==> src/rtl/micro_seq_v.sv <==
// rtl/micro_seq_v.sv - micro-op sequencer: FIFO-buffered issue to ALU/LS/branch units, flush on branch.
// Optional done watchdog enabled by defining MICRO_SEQ_TIMEOUT_EN.
module micro_seq_v #(
  parameter int DEPTH        = 4,
  parameter int DONE_TIMEOUT = 15
) (
  input  logic                   i_clk,
  input  logic                   i_rst_n,
  input  logic                   i_code_valid,
  input  logic [3:0]             i_code,
  output logic                   o_code_ready,
  output logic                   o_dec_en,
  output logic [3:0]             o_dec_code,
  output logic                   o_issue_a,
  output logic                   o_issue_l,
  output logic                   o_issue_b,
  input  logic                   i_done,
  output logic                   o_busy,
  output logic [$clog2(DEPTH):0] o_count,
  output logic                   o_flush,
  output logic                   o_timeout_err
);

  localparam int AW = $clog2(DEPTH);
  localparam int CW = AW + 1;

  typedef enum logic [1:0] {S_IDLE, S_ISSUE, S_WAIT, S_FLUSH} state_t;
  typedef enum logic [1:0] {C_NOP, C_A, C_L, C_B} cls_t;

  function automatic cls_t classify(input logic [3:0] c);
    case (c)
      4'b1010, 4'b1011, 4'b1100:          classify = C_A;
      4'b0010, 4'b0011, 4'b0100, 4'b1110: classify = C_L;
      4'b1111:                            classify = C_B;
      default:                            classify = C_NOP;
    endcase
  endfunction

  state_t        state;
  logic [3:0]    mem [DEPTH];
  logic [AW-1:0] wr_ptr;
  logic [AW-1:0] rd_ptr;
  logic          push;
  logic          pop;
  logic [3:0]    head;
  cls_t          head_cls;

  // Ready is gated by reset so nothing is offered while the block is held.
  assign o_code_ready = i_rst_n && (o_count < CW'(DEPTH)) && (state != S_FLUSH);
  assign push         = i_code_valid && o_code_ready;
  assign pop          = (state == S_IDLE) && (o_count != '0);
  assign head         = mem[rd_ptr];
  assign head_cls     = classify(head);

  always_ff @(posedge i_clk) begin
    if (push) mem[wr_ptr] <= i_code;
  end

`ifdef MICRO_SEQ_TIMEOUT_EN
  localparam int TW = $clog2(DONE_TIMEOUT + 1);
  logic [TW-1:0] tmo_cnt;
`else
  assign o_timeout_err = 1'b0;
`endif

  // o_dec_code doubles as the current-op register.
  always_ff @(posedge i_clk or negedge i_rst_n) begin
    if (!i_rst_n) begin
      state      <= S_IDLE;
      wr_ptr     <= '0;
      rd_ptr     <= '0;
      o_count    <= '0;
      o_dec_en   <= 1'b0;
      o_dec_code <= 4'b0000;
      o_issue_a  <= 1'b0;
      o_issue_l  <= 1'b0;
      o_issue_b  <= 1'b0;
      o_busy     <= 1'b0;
      o_flush    <= 1'b0;
`ifdef MICRO_SEQ_TIMEOUT_EN
      tmo_cnt       <= '0;
      o_timeout_err <= 1'b0;
`endif
    end else begin
      o_issue_a <= 1'b0;
      o_issue_l <= 1'b0;
      o_issue_b <= 1'b0;
      o_flush   <= 1'b0;
      if (push) wr_ptr <= wr_ptr + 1'b1;
      if (pop)  rd_ptr <= rd_ptr + 1'b1;
      if (push && !pop)      o_count <= o_count + 1'b1;
      else if (pop && !push) o_count <= o_count - 1'b1;

      case (state)
        S_IDLE: begin
          if (pop) begin
            state      <= S_ISSUE;
            o_dec_code <= head;
            o_dec_en   <= 1'b1;
            o_busy     <= 1'b1;
            o_issue_a  <= (head_cls == C_A);
            o_issue_l  <= (head_cls == C_L);
            o_issue_b  <= (head_cls == C_B);
          end
        end
        S_ISSUE: begin
          if (classify(o_dec_code) == C_NOP) begin
            state    <= S_IDLE;
            o_dec_en <= 1'b0;
            o_busy   <= 1'b0;
          end else begin
            state <= S_WAIT;
`ifdef MICRO_SEQ_TIMEOUT_EN
            tmo_cnt <= '0;
`endif
          end
        end
        S_WAIT: begin
          if (i_done) begin
            o_dec_en <= 1'b0;
            if (classify(o_dec_code) == C_B) begin
              state   <= S_FLUSH;
              o_flush <= 1'b1;
            end else begin
              state  <= S_IDLE;
              o_busy <= 1'b0;
            end
          end
`ifdef MICRO_SEQ_TIMEOUT_EN
          else if (tmo_cnt == TW'(DONE_TIMEOUT - 1)) begin
            // Abandon the op without flushing, even for a branch.
            state         <= S_IDLE;
            o_dec_en      <= 1'b0;
            o_busy        <= 1'b0;
            o_timeout_err <= 1'b1;
          end else begin
            tmo_cnt <= tmo_cnt + 1'b1;
          end
`endif
        end
        S_FLUSH: begin
          // Ready is low here, so no push can collide with the discard.
          state   <= S_IDLE;
          o_busy  <= 1'b0;
          rd_ptr  <= wr_ptr;
          o_count <= '0;
        end
        default: state <= S_IDLE;
      endcase
    end
  end

endmodule

==> config.mk <==
export PLATFORM = sky130hd
export DESIGN_NAME = micro_seq_v
export DESIGN_NICKNAME = d
export VERILOG_FILES = /design/src/rtl/micro_seq_v.sv
export SDC_FILE = /design/constraint.sdc
export NUM_CORES = 1
export LEC_CHECK = 0
export ABC_CLOCK_PERIOD_IN_PS = 3550
export CAP_MARGIN = 40
export CORE_ASPECT_RATIO = 0.9
export CORE_MARGIN = 2
export CORE_UTILIZATION = 45
export DETAILED_ROUTE_END_ITERATION = 8
export GPL_TIMING_DRIVEN = 0
export MAX_ROUTING_LAYER = met4
export PLACE_DENSITY = 0.69
export SLEW_MARGIN = 25
export SYNTH_ARGS = -nofsm -noshare
export SYNTH_HDL_FRONTEND = slang
export SYNTH_SLANG_ARGS = --single-unit
==> constraint.sdc <==
create_clock -name i_clk -period 3.55 [get_ports i_clk]
set_clock_uncertainty 0.05 [all_clocks]
set_input_delay 0.355 -clock i_clk [delete_from_list [all_inputs] [get_ports i_clk]]
set_output_delay 0.355 -clock i_clk [all_outputs]
set_load 0.005 [all_outputs]
# Word level (Yosys, flattened, before mapping)
# Memories as Yosys holds them, arrays and structs flattened.
# Index checks and enable logic that the tools add are counted.
# W data, S select, Z words.
dict set report word_totals {
  ff_bits 19
  latchBits 0
  ram_bits 16
  mem_bits_ro 96
  input_bits 8
  out_inout_bits 15
  mem_count 4
}
# memory depth width read_ports rd_ports_with_merged_regs write_ports line
set memory_table {}
lappend memory_table {{(name not given)} 16 2 1 0 0 31} ;# case (c)
lappend memory_table {{(name not given)} 16 2 1 0 0 31}
lappend memory_table {{(name not given)} 16 2 1 0 0 31}
lappend memory_table {mem 4 4 1 0 1 40} ;# logic [3:0] mem [DEPTH];
dict set report op_classes {
  n_addsub 4
  multipliers 0
  div_mod_pow 0
  magnitude_cmp 1
  n_eq_ne 12
  shifts 0
  mux 31
  n_bitwise 0
  reduce_logical 18
}
# op count
set ops {}
lappend ops {{$mux W2} 9}
lappend ops {{$mux W1} 16}
lappend ops {{$eq A2 B2 Y1 const B} 5}
lappend ops {{$ne A2 B2 Y1 const B} 5}
lappend ops {{$mux W3} 3}
lappend ops {{$reduce_bool A3 Y1} 3}
lappend ops {{$pmux W2 S4} 1}
lappend ops {{$reduce_and A4 Y1} 2}
lappend ops {{$logic_and A1 B1 Y1} 6}
lappend ops {{$add A2 B1 Y2 const B} 2}
lappend ops {{$eq A2 B1 Y1 const B} 2}
lappend ops {{$logic_not A2 Y1} 2}
lappend ops {{$pmux W1 S4} 1}
lappend ops {{$reduce_and A2 Y1} 2}
lappend ops {{$add A3 B1 Y3 const B} 1}
lappend ops {{$lt A3 B3 Y1 const B} 1}
lappend ops {{$pmux W1 S3} 1}
lappend ops {{$sub A3 B1 Y3 const B} 1}
lappend ops {{$logic_not A1 Y1} 2}
lappend ops {{$reduce_bool A2 Y1} 1}

# Logic depth before layout (Yosys ltp)
# Gate-level depths: netlist of run 1.
dict set report logic_depth {
  ltp_word 9
  ltp_mapped 10
  mapped_depth_nobuf 9
}

# Worst setup path before layout of run 1
# OpenSTA, ideal clock, no wires.
dict set report synth_timing {
  path_type {reg-to-reg}
  startpoint {register state[0]}
  endpoint {register o_count[2]}
  setup_ps 77
  arrival_ps 1937
  setup_slack_ps 1485
  stages_incl_launch_ff 11
  path_buffers 2
  path_cell_list {dfrtp_1 > ha_1 > buf_6 > nor4bb_1 > buf_4 > and2_1 > fa_1 > inv_1 > nor4_1 > a21oi_1 > a21oi_1}
}
dict set report synth_between {
  elab_chain_cells 6
  elab_cells_between_ends 13
  classes_between {eq/ne: 2; mux: 2; reduce/logical: 9}
}
# element line
set synth_rtl {}
lappend synth_rtl {{start, declared} 39} ;# state_t state;
lappend synth_rtl {{start signal, assigned} 69} ;# state <= S_IDLE;
lappend synth_rtl {{start signal, assigned} 97} ;# state <= S_ISSUE;
lappend synth_rtl {{start signal, assigned} 108} ;# state <= S_IDLE;
lappend synth_rtl {{$ne A2 B2 Y1 or $logic_not A2 Y1 (tied branches)} {49, 51}}
lappend synth_rtl {{$logic_and A1 B1 Y1 (on tied branches)} {49, 51}}
lappend synth_rtl {{$logic_and A1 B1 Y1 or $logic_not A1 Y1 (tied branches)} {50, 91}}
lappend synth_rtl {{$logic_and A1 B1 Y1 or $logic_not A1 Y1 (tied branches)} {91, 92}}
lappend synth_rtl {{$mux W3 or $logic_and A1 B1 Y1 (tied branches)} {91, 92}}
lappend synth_rtl {{$mux W3 or $reduce_bool A3 Y1 (tied branches)} --}
lappend synth_rtl {{end signal, assigned} 91} ;# if (push && !pop) o_count <= o_count + 1'b1;
lappend synth_rtl {{end signal, assigned} 92} ;# else if (pop && !push) o_count <= o_count - 1'b1;
lappend synth_rtl {{end, declared} 19} ;# output logic [$clog2(DEPTH):0] o_count,
# Parallel ways exist; a longest one is shown, timed or not.
# A chain may end at the register's enable or synchronous reset.

# Worst setup path in the final report of run 1
dict set report layout_timing {
  startpoint {input i_rst_n}
  endpoint {register o_count[2]}
}
dict set report layout_between {
  elab_chain_cells 6
  elab_cells_between_ends 9
  classes_between {mux: 2; reduce/logical: 7}
}
# element line
set layout_rtl {}
lappend layout_rtl {{start, declared} 8} ;# input logic i_rst_n,
lappend layout_rtl {{$logic_and A1 B1 Y1 (*) (2 in a row)} 49} ;# assign o_code_ready = i_rst_n && (o_count < CW'(DEPTH)) && (state != S_FLUSH);
lappend layout_rtl {{$logic_and A1 B1 Y1 (*)} 50} ;# assign push = i_code_valid && o_code_ready;
lappend layout_rtl {{$logic_and A1 B1 Y1 or $logic_not A1 Y1 (tied branches)} {91, 92}}
lappend layout_rtl {{$mux W3 or $logic_and A1 B1 Y1 (tied branches)} {91, 92}}
lappend layout_rtl {{$mux W3 or $reduce_bool A3 Y1 (tied branches)} --}
# Every way passes the cells marked *; elsewhere a longest branch is shown, timed or not.

==> results list, run 1 <==
- Final worst setup slack: 927.9 ps
- Largest net degree at the start of global routing: 12
* Relative area change from synthesis to final layout: 22.80%
- Final count of hold timing violations: 0
- Total nets after synthesis: 156
- Initial antenna violation count: 0
- Post-detailed-route wirelength per cell: 13.63 µm
- Counting along the longest clock path gives a buffer depth of 2.
* Hold buffers post-CTS: 0
- Number of setup violations in the final report: 0
- Clock slew at reported path FFs: 80 ps
* Static Leak: 0.8643 nW
* Critical path data arrival time: 2790 ps
- Flop pwr share: 37.3%
- The total count of max-transition violations in the final report came to 0.
- Residual DRC: 0
* Count of clock tree sinks: 35
- Area fraction in compound gates after synthesis: 8.635%
- The worst path in the final design needs a cycle of 2622 ps, including I/O delays and setup.
* Critical path class: input pin to register
- For this configuration, the core starts out at a cell density of 46.09%.
- Clock latency reported for the late side of the worst-skew pair: 300 ps
- STA classifies the critical path startpoint as an input pin.
- The mapped netlist covers 1695 µm².
- The final layout contains routed wiring with a total length of 2903 µm.
* Die extent in y: 62.23 µm
- The die covers 4275 µm².
* Part of the power in combinational logic: 42.6%
- Root buffer cell: sky130_fd_sc_hd__clkbuf_8
- By area, the combinational part of the netlist is dominated by simple AND/OR/NAND/NOR gates.
* Total Nets Final: 185
- Average footprint of a synthesized cell: 12.38 µm²
- Filler cell count: 308
- Final Cycle Share: 73.86%
- The congestion estimate from routability-driven global placement came to 0.6745.
- TritonCTS built the clock tree.
* Total CTS buffers: 5
- Of the total synthesized cell area, the portion taken by AND, OR, NAND and NOR gates is 12.25%.
- In this run the worst path has a maximum fanout of 11.
- The first global-routing pass estimated 5106 µm of wire.
- Vias in the first global route: 1,104
- Timing analysis after detailed placement gives a worst setup slack of 604.7 ps.
- In this run the horizontal extent of the chip is 68.70 µm.
- The count of nets left with antenna violations once routing finished came out at 0.
* Count of flip-flops with a built-in enable after synthesis: 16
- Share of final-layout standard cells stronger than drive strength 1: 11.98%
* GRT Util Overall: 17.13%
- Setup TNS: 0 ps
- Total number of vias: 1,097
- For this run, the top clock speed supported by timing is 0.3814 GHz.
- Port buffering added 21 buffers.
- Cell taking the most area after synthesis: sky130_fd_sc_hd__edfxtp_1
- Of the post-synthesis cell area, the dominant cell type holds 28.34%.
* Sort of element at the end of the critical path: register
- The min-delay analysis places its worst path in the category input pin to asynchronous set/reset pin.
- Final Total Pwr: 0.001754 W
- Portion of the post-synthesis area used by sequential elements: 56.38%
* Synth Area in XOR/XNOR: 2.509%
- Async SR Flop Fraction: 54.29%
* Most used flip-flop cell after synthesis: sky130_fd_sc_hd__dfrtp_1
- Estimated wirelength of the detail-placed design: 2153 µm
- The H-tree was split into 2 levels.
- Fraction of synthesized area in multiplexers: 5.904%
- Number of top-level pins: 23
- Synthesis handed over a netlist of 137 instances.
* Power per cell area: 842.6 nW/µm²
- Number of violations reported at the end of detailed-routing iteration 0: 62
- Most numerous cell types in the synthesized netlist: sky130_fd_sc_hd__dfrtp_1 (19), sky130_fd_sc_hd__edfxtp_1 (16), sky130_fd_sc_hd__inv_1 (15)
- For this run, the number of Yosys warnings is 0.
- Worst IR drop on VDD: 0.0003983 V
* RSZ-0062 raised after global routing: no
- After floorplanning, the core was sized to cover 3679 µm².
- Run status: complete, no violations
* Share of total power in the clock network: 20.1%
* Grt ovf: 0
- In this run the core area contains 21 standard-cell rows.
- Cell area reported after detailed placement: 1974 µm²
- DR pass1 iterations: 4
* Number of register bits inferred by synthesis: 35
- In the post-synthesis netlist, the biggest area contributors are sky130_fd_sc_hd__edfxtp_1 (28%), sky130_fd_sc_hd__dfrtp_1 (28%), sky130_fd_sc_hd__ha_1 (7.4%).
* Fin area: 2082 µm²
- For this design the total switching power over the nets is 0.0006206 W.
* Sw frac: 35.38%
- Post-CTS Resized: 0
* Post-Synth Adder-Cell Area: 8.561%
* Number of library cell types mapped by synthesis: 36
- Among all cell types in the netlist, the one instantiated most often is sky130_fd_sc_hd__dfrtp_1.
* Ratio of routed vias to standard cells: 5.150
* Internal power of the cells: 0.001134 W
- ANT cells: 0
- Across the run, the number of max-cap violations was 0.
- Critical Path RT: 3720 ps
- Post-CTS Repair Setup Buffers: 0
## layer usage
metal | track usage [%] | vias up | routed length, µm
met5 | - | - | 0
met4 | 9.804 | 0 | 85
met3 | 4.348 | 7 | 124
met2 | 25.00 | 24 | 1415
met1 | 21.36 | 535 | 1277
li1 | - | 531 | -
## final cells by class
cell class                 instances  area, µm²  share of cell area (%)
clock inverter                     3      38.79                   1.863
timing repair buffer              22      221.5                   10.64
inverter                          15      56.30                   2.704
buffer                             4      37.54                   1.803
tap                               46      57.56                   2.764
clock buffer                       5      68.82                   3.305
sequential                        35      955.9                   45.91
multi-input combinational         83      645.6                   31.01
## through the flow
stage	std cells	utilization (%)	hold WS, ps
3_5_place_dp	205	53.67	479.6
6_report	213	56.60	333.8
2_1_floorplan	137	-	9.409
4_1_cts	213	56.60	355.1
3_3_place_gp	204	53.37	465.3
5_1_grt	213	56.60	377.7
## registers in the layout (all words and copies together) (netlist names)
name and count:
o_issue_l 1, o_count 3, mem 16, o_flush 1, rd_ptr 2, state 2
o_issue_a 1, o_dec_en 1, o_dec_code 4, wr_ptr 2, o_issue_b 1, o_busy 1
## logic make-up (layout without fill, tap and decap cells)
group | after synthesis | after routing
compound gates | 22 | 22
simple gates | 40 | 40
xor+xnor | 4 | 4
mux | 5 | 5
buf+inv | 19 | 49
other cells | 1 | 1
fa+ha+maj | 11 | 11
flops | 35 | 35
## placed cells by master (no fill, tap or decap), drive strengths merged
cell / count
clkbuf: 5
dfrtp: 19
a21oi: 6
edfxtp: 16
nor4bb: 1
o31a: 1
fa: 1
nand2: 14
o31ai: 1
ha: 10
nor2b: 1
or2: 1
buf: 5
nand3b: 2
nor3: 4
nand4: 1
inv: 15
a211oi: 1
xnor2: 3
nor3b: 1
nand2b: 2
nor4: 1
clkdlybuf4s50: 21
a21boi: 1
and2: 6
a31oi: 3
conb: 1
o21ai: 7
nor2: 6
mux2i: 1
xor2: 1
mux4: 4
clkinv: 2
bufinv: 1
o221ai: 1
o2bb2ai: 1
## worst max-delay path, cell delays in order
cell	delay, ps
sky130_fd_sc_hd__clkdlybuf4s50_1	780
sky130_fd_sc_hd__buf_6	230
sky130_fd_sc_hd__nor4bb_1	290
sky130_fd_sc_hd__buf_4	220
sky130_fd_sc_hd__and2_1	180
sky130_fd_sc_hd__fa_1	170
sky130_fd_sc_hd__inv_1	60
sky130_fd_sc_hd__nor4_1	270
sky130_fd_sc_hd__a21oi_1	80
sky130_fd_sc_hd__a21oi_1	150
## power groups by stage
stage / registers [W] / logic (W) / clock network, W
global route: 0.000678 / 0.000860 / 0.000379
global placement: 0.000654 / 0.000725 / 0
finish: 0.000654 / 0.000748 / 0.000352
floorplan: 0.000644 / 0.000501 / 0
CTS: 0.000654 / 0.000761 / 0.000358
detailed placement: 0.000663 / 0.000755 / 0
## worst paths after layout
kind	from	to	slack [ps]	cells after the start
setup / recovery	i_rst_n	o_count[2]$_DFFE_PN0P_	930	10
hold / removal	i_rst_n	o_dec_code[0]$_DFFE_PN0P_	330	1
setup reg to reg	state[0]$_DFFE_PN0P_	o_count[2]$_DFFE_PN0P_	1240	10
hold reg to reg	o_dec_en$_DFFE_PN0P_	o_dec_en$_DFFE_PN0P_	480	2
max in group asynchronous	i_rst_n	wr_ptr[1]$_DFFE_PN0P_	2640	2
min in group i_clk	o_dec_en$_DFFE_PN0P_	o_dec_en$_DFFE_PN0P_	480	2
No activity file was read; power rests on OpenSTA's default activity.
==> inputs of run 2 (changes only) <==
Settings changed: ABC_CLOCK_PERIOD_IN_PS 3550 to 2400, PLACE_DENSITY 0.69 to 0.72.
Clock period 3.55 ns to 2.4 ns, I/O delays scaled along.
==> run 2 against run 1 <==
Against the previous run:
- clock power rose by 16%
- critical path type is now register to register
- largest power group unchanged
- critical endpoint unchanged
- non-clock buffer count rose by 2
- power rose by 44%
- wire length rose by 7.0%
- global-route usage rose by 0.71 points
==> results list, run 2 (synthesis results as in run 1) <==
* Deepest level of the CTS H-tree: 2 (unchanged)
- Register with the most flip-flops: mem
- Total of max-cap violations: 0 (unchanged)
- Grt ovf: 0 (unchanged)
- Switching power total: 0.0009328 W (+50%)
- GRT Util Overall: 17.84% (+0.71 points)
- The post-placement cell count is 205 (unchanged).
* Final max-slew violation count: 0 (unchanged)
- The insertion delay to the later sink of the worst-skew pair was 290 ps (about the same).
- The maximum fanout encountered on the critical timing path is 10 (-1).
- Flop pwr share: 38.4% (+1.1 points)
* ANT cells: 0 (unchanged)
- The final total power is 0.002519 W (+44%).
* Critical Path RT: 2570 ps (-1150 ps)
- Total number of vias: 1,116 (+1.7%)
- Compared with the post-synthesis result, the final layout area differs by 23.32%.
* Worst reg2reg startpoint: state[0]$_DFFE_PN0P_
* Hold Worst Slack: 53.90 ps (-279.9 ps)
* IO buf count: 21 (unchanged)
* Worst IR drop on VDD: 0.0004401 V (+10%)
- The half-perimeter wire length after detailed placement came to 2285 µm (+6.1%).
- Share of total power in the clock network: 16.3% (-3.8 points)
* WL final: 3105 µm (+7.0%)
- The number of nets in the layout is 187 (+1.1%).
- Setup TNS: 0 ps (unchanged)
- The first-pass GRT wire length was 5388 µm (+5.5%).
* Slack of the worst reg-to-reg path: 230 ps (-1010 ps)
* Static Leak: 0.8663 nW (+0.23%)
* Number of violations reported at the end of detailed-routing iteration 0: 119 (+92%)
- Remaining antenna violation count after routing: 0 (unchanged)
* Most frequent cells in the layout: sky130_fd_sc_hd__clkdlybuf4s50_1 (20), sky130_fd_sc_hd__dfrtp_1 (19), sky130_fd_sc_hd__edfxtp_1 (16), sky130_fd_sc_hd__inv_1 (15), sky130_fd_sc_hd__nand2_1 (14)
- Residual DRC: 0 (unchanged)
* Critical path data arrival time: 2340 ps (-450 ps)
* Die extent in y: 62.23 µm (unchanged)
- The maximum count of clock buffers along a single path was 2 (unchanged).
* Min-Delay Path Class: input pin to asynchronous set/reset pin
- The area of the core was 3679 µm² (unchanged).
* Biggest registers after layout: mem (16), o_dec_code (4), o_count (3)
- The worst setup path is of the register to register kind.
- Root buffer cell: sky130_fd_sc_hd__clkbuf_8
- Number of setup violations in the final report: 0 (unchanged)
* Highest achievable clock rate: 0.4606 GHz
* Reg2reg end: o_count[2]$_DFFE_PN0P_
- The maximum number of pins on one net before global-route repair came to 14 (+2).
- Clock slew at reported path FFs: 70 ps (about the same)
* Most common library cell in the layout ignoring fill and taps: sky130_fd_sc_hd__clkdlybuf4s50_1
- The clock period could shrink to 2171 ps.
- The number of I/O pins came to 23 (unchanged).
- Sw frac: 37.03% (+1.7 points)
* Power per cell area: 1205 nW/µm² (+43%)
- The worst-case reg-to-reg path depth is 10 (unchanged).
- Total Die Area: 4275 µm² (unchanged)
* Cell row count: 21 (unchanged)
- Count of clock tree sinks: 35 (unchanged)
- DR pass1 iterations: 4 (unchanged)
* Vias in the first global route: 1,145 (+3.7%)
- The initial cell density of the core was 46.09% (unchanged).
- Met2 Routed Length: 1578 µm (+12%)
- The final estimated routing congestion in global placement came to 0.7597 (+13%).
- Initial antenna violation count: 0 (unchanged)
- The run finished with clean final reports.
- The worst setup path is captured at a register.
- The final standard cell count with taps included and fillers excluded is 215 (+0.94%).
* Total CTS buffers: 5 (unchanged)
* Total routed wire length on the met1 layer: 1349 µm (+5.6%)
- Internal power of the cells: 0.001586 W (+40%)
- Ratio of routed vias to standard cells: 5.191 (+0.79%)
* Max FFs per register: 16 (unchanged)
- Topmost layer with routed signal wires: met4
* Post-detailed-route wirelength per cell: 14.44 µm (+6.0%)
* Routed length on met3: 94 µm (-24%)
* Width of the die: 68.70 µm (unchanged)
- Part of the power in combinational logic: 45.3% (+2.7 points)
* TritonCTS clock tree: yes
- Filler cell count: 313 (+1.6%)
- Final Cycle Share: 90.46%
- RSZ-0062 raised after global routing: no
- Critical path launch point type: register
- The fraction of final layout cells with drive strength greater than 1 came to 13.61% (+1.6 points).
* Final count of hold timing violations: 0 (unchanged)
run 2: worst max path at each step:
stage / from / endpoint / slack, ps / cells after the start
after detailed placement: i_rst_n / o_count[2]$_DFFE_PN0P_ / -380 / 10
after floorplan: state[0]$_DFFE_PN0P_ / o_count[2]$_DFFE_PN0P_ / 340 / 10
final: state[0]$_DFFE_PN0P_ / o_count[2]$_DFFE_PN0P_ / 230 / 10
after global placement: i_rst_n / o_count[2]$_DFFE_PN0P_ / -460 / 9
after global routing: state[0]$_DFFE_PN0P_ / o_count[2]$_DFFE_PN0P_ / 40 / 10
after CTS: state[0]$_DFFE_PN0P_ / o_count[2]$_DFFE_PN0P_ / 110 / 10
run 2: power by group through the flow:
stage / Clock (W) / Sequential [W] / Combinational (W)
finish: 0.000410 / 0.000967 / 0.00114
global route: 0.000442 / 0.000998 / 0.00130
CTS: 0.000415 / 0.000967 / 0.00114
detailed placement: 0 / 0.000980 / 0.00113
global placement: 0 / 0.000968 / 0.00106
floorplan: 0 / 0.000953 / 0.000741
run 2: critical path, stage by stage (launching register included):
cell and delay [ps]:
sky130_fd_sc_hd__dfrtp_1 420, sky130_fd_sc_hd__ha_1 220, sky130_fd_sc_hd__buf_6 140, sky130_fd_sc_hd__nor4bb_2 260, sky130_fd_sc_hd__buf_4 190, sky130_fd_sc_hd__and2_4 150
sky130_fd_sc_hd__fa_1 160, sky130_fd_sc_hd__inv_1 70, sky130_fd_sc_hd__nor4_2 240, sky130_fd_sc_hd__a21oi_1 60, sky130_fd_sc_hd__a21oi_1 140
run 2: area by class of cell:
cell class / count / area, µm² / area share (%)
Buffer: 4 / 37.54 / 1.795
Inverter: 15 / 56.30 / 2.693
Tap cell: 46 / 57.56 / 2.753
Clock inverter: 2 / 8.758 / 0.4189
Multi-Input combinational cell: 83 / 660.6 / 31.60
Sequential cell: 35 / 955.9 / 45.72
Timing Repair Buffer: 24 / 241.5 / 11.55
Clock buffer: 6 / 72.57 / 3.471
run 2: layer usage:
metal / vias up / track usage, %
li1: 536 / -
met3: 8 / 4.348
met1: 556 / 21.79
met2: 16 / 26.92
met5: - / -
met4: 0 / 9.559
run 2: what timing repair did:
action / in CTS / in global routing
endpoints found under the setup margin: 2 / 2
resized for setup: 1 / 3
endpoints found under the hold margin: 7 / 0
setup buffers: 0 / 1
hold buffers: 1 / 0
run 2: stage by stage:
stage	instance area, µm²	utilization, %	setup slack (ps)
floorplan	1695	-	335.1
global placement	1963	53.37	-460.2
detailed placement	1978	53.78	-377.5
CTS	2068	56.22	109.0
global route	2091	56.84	41.21
finish	2091	56.84	228.9
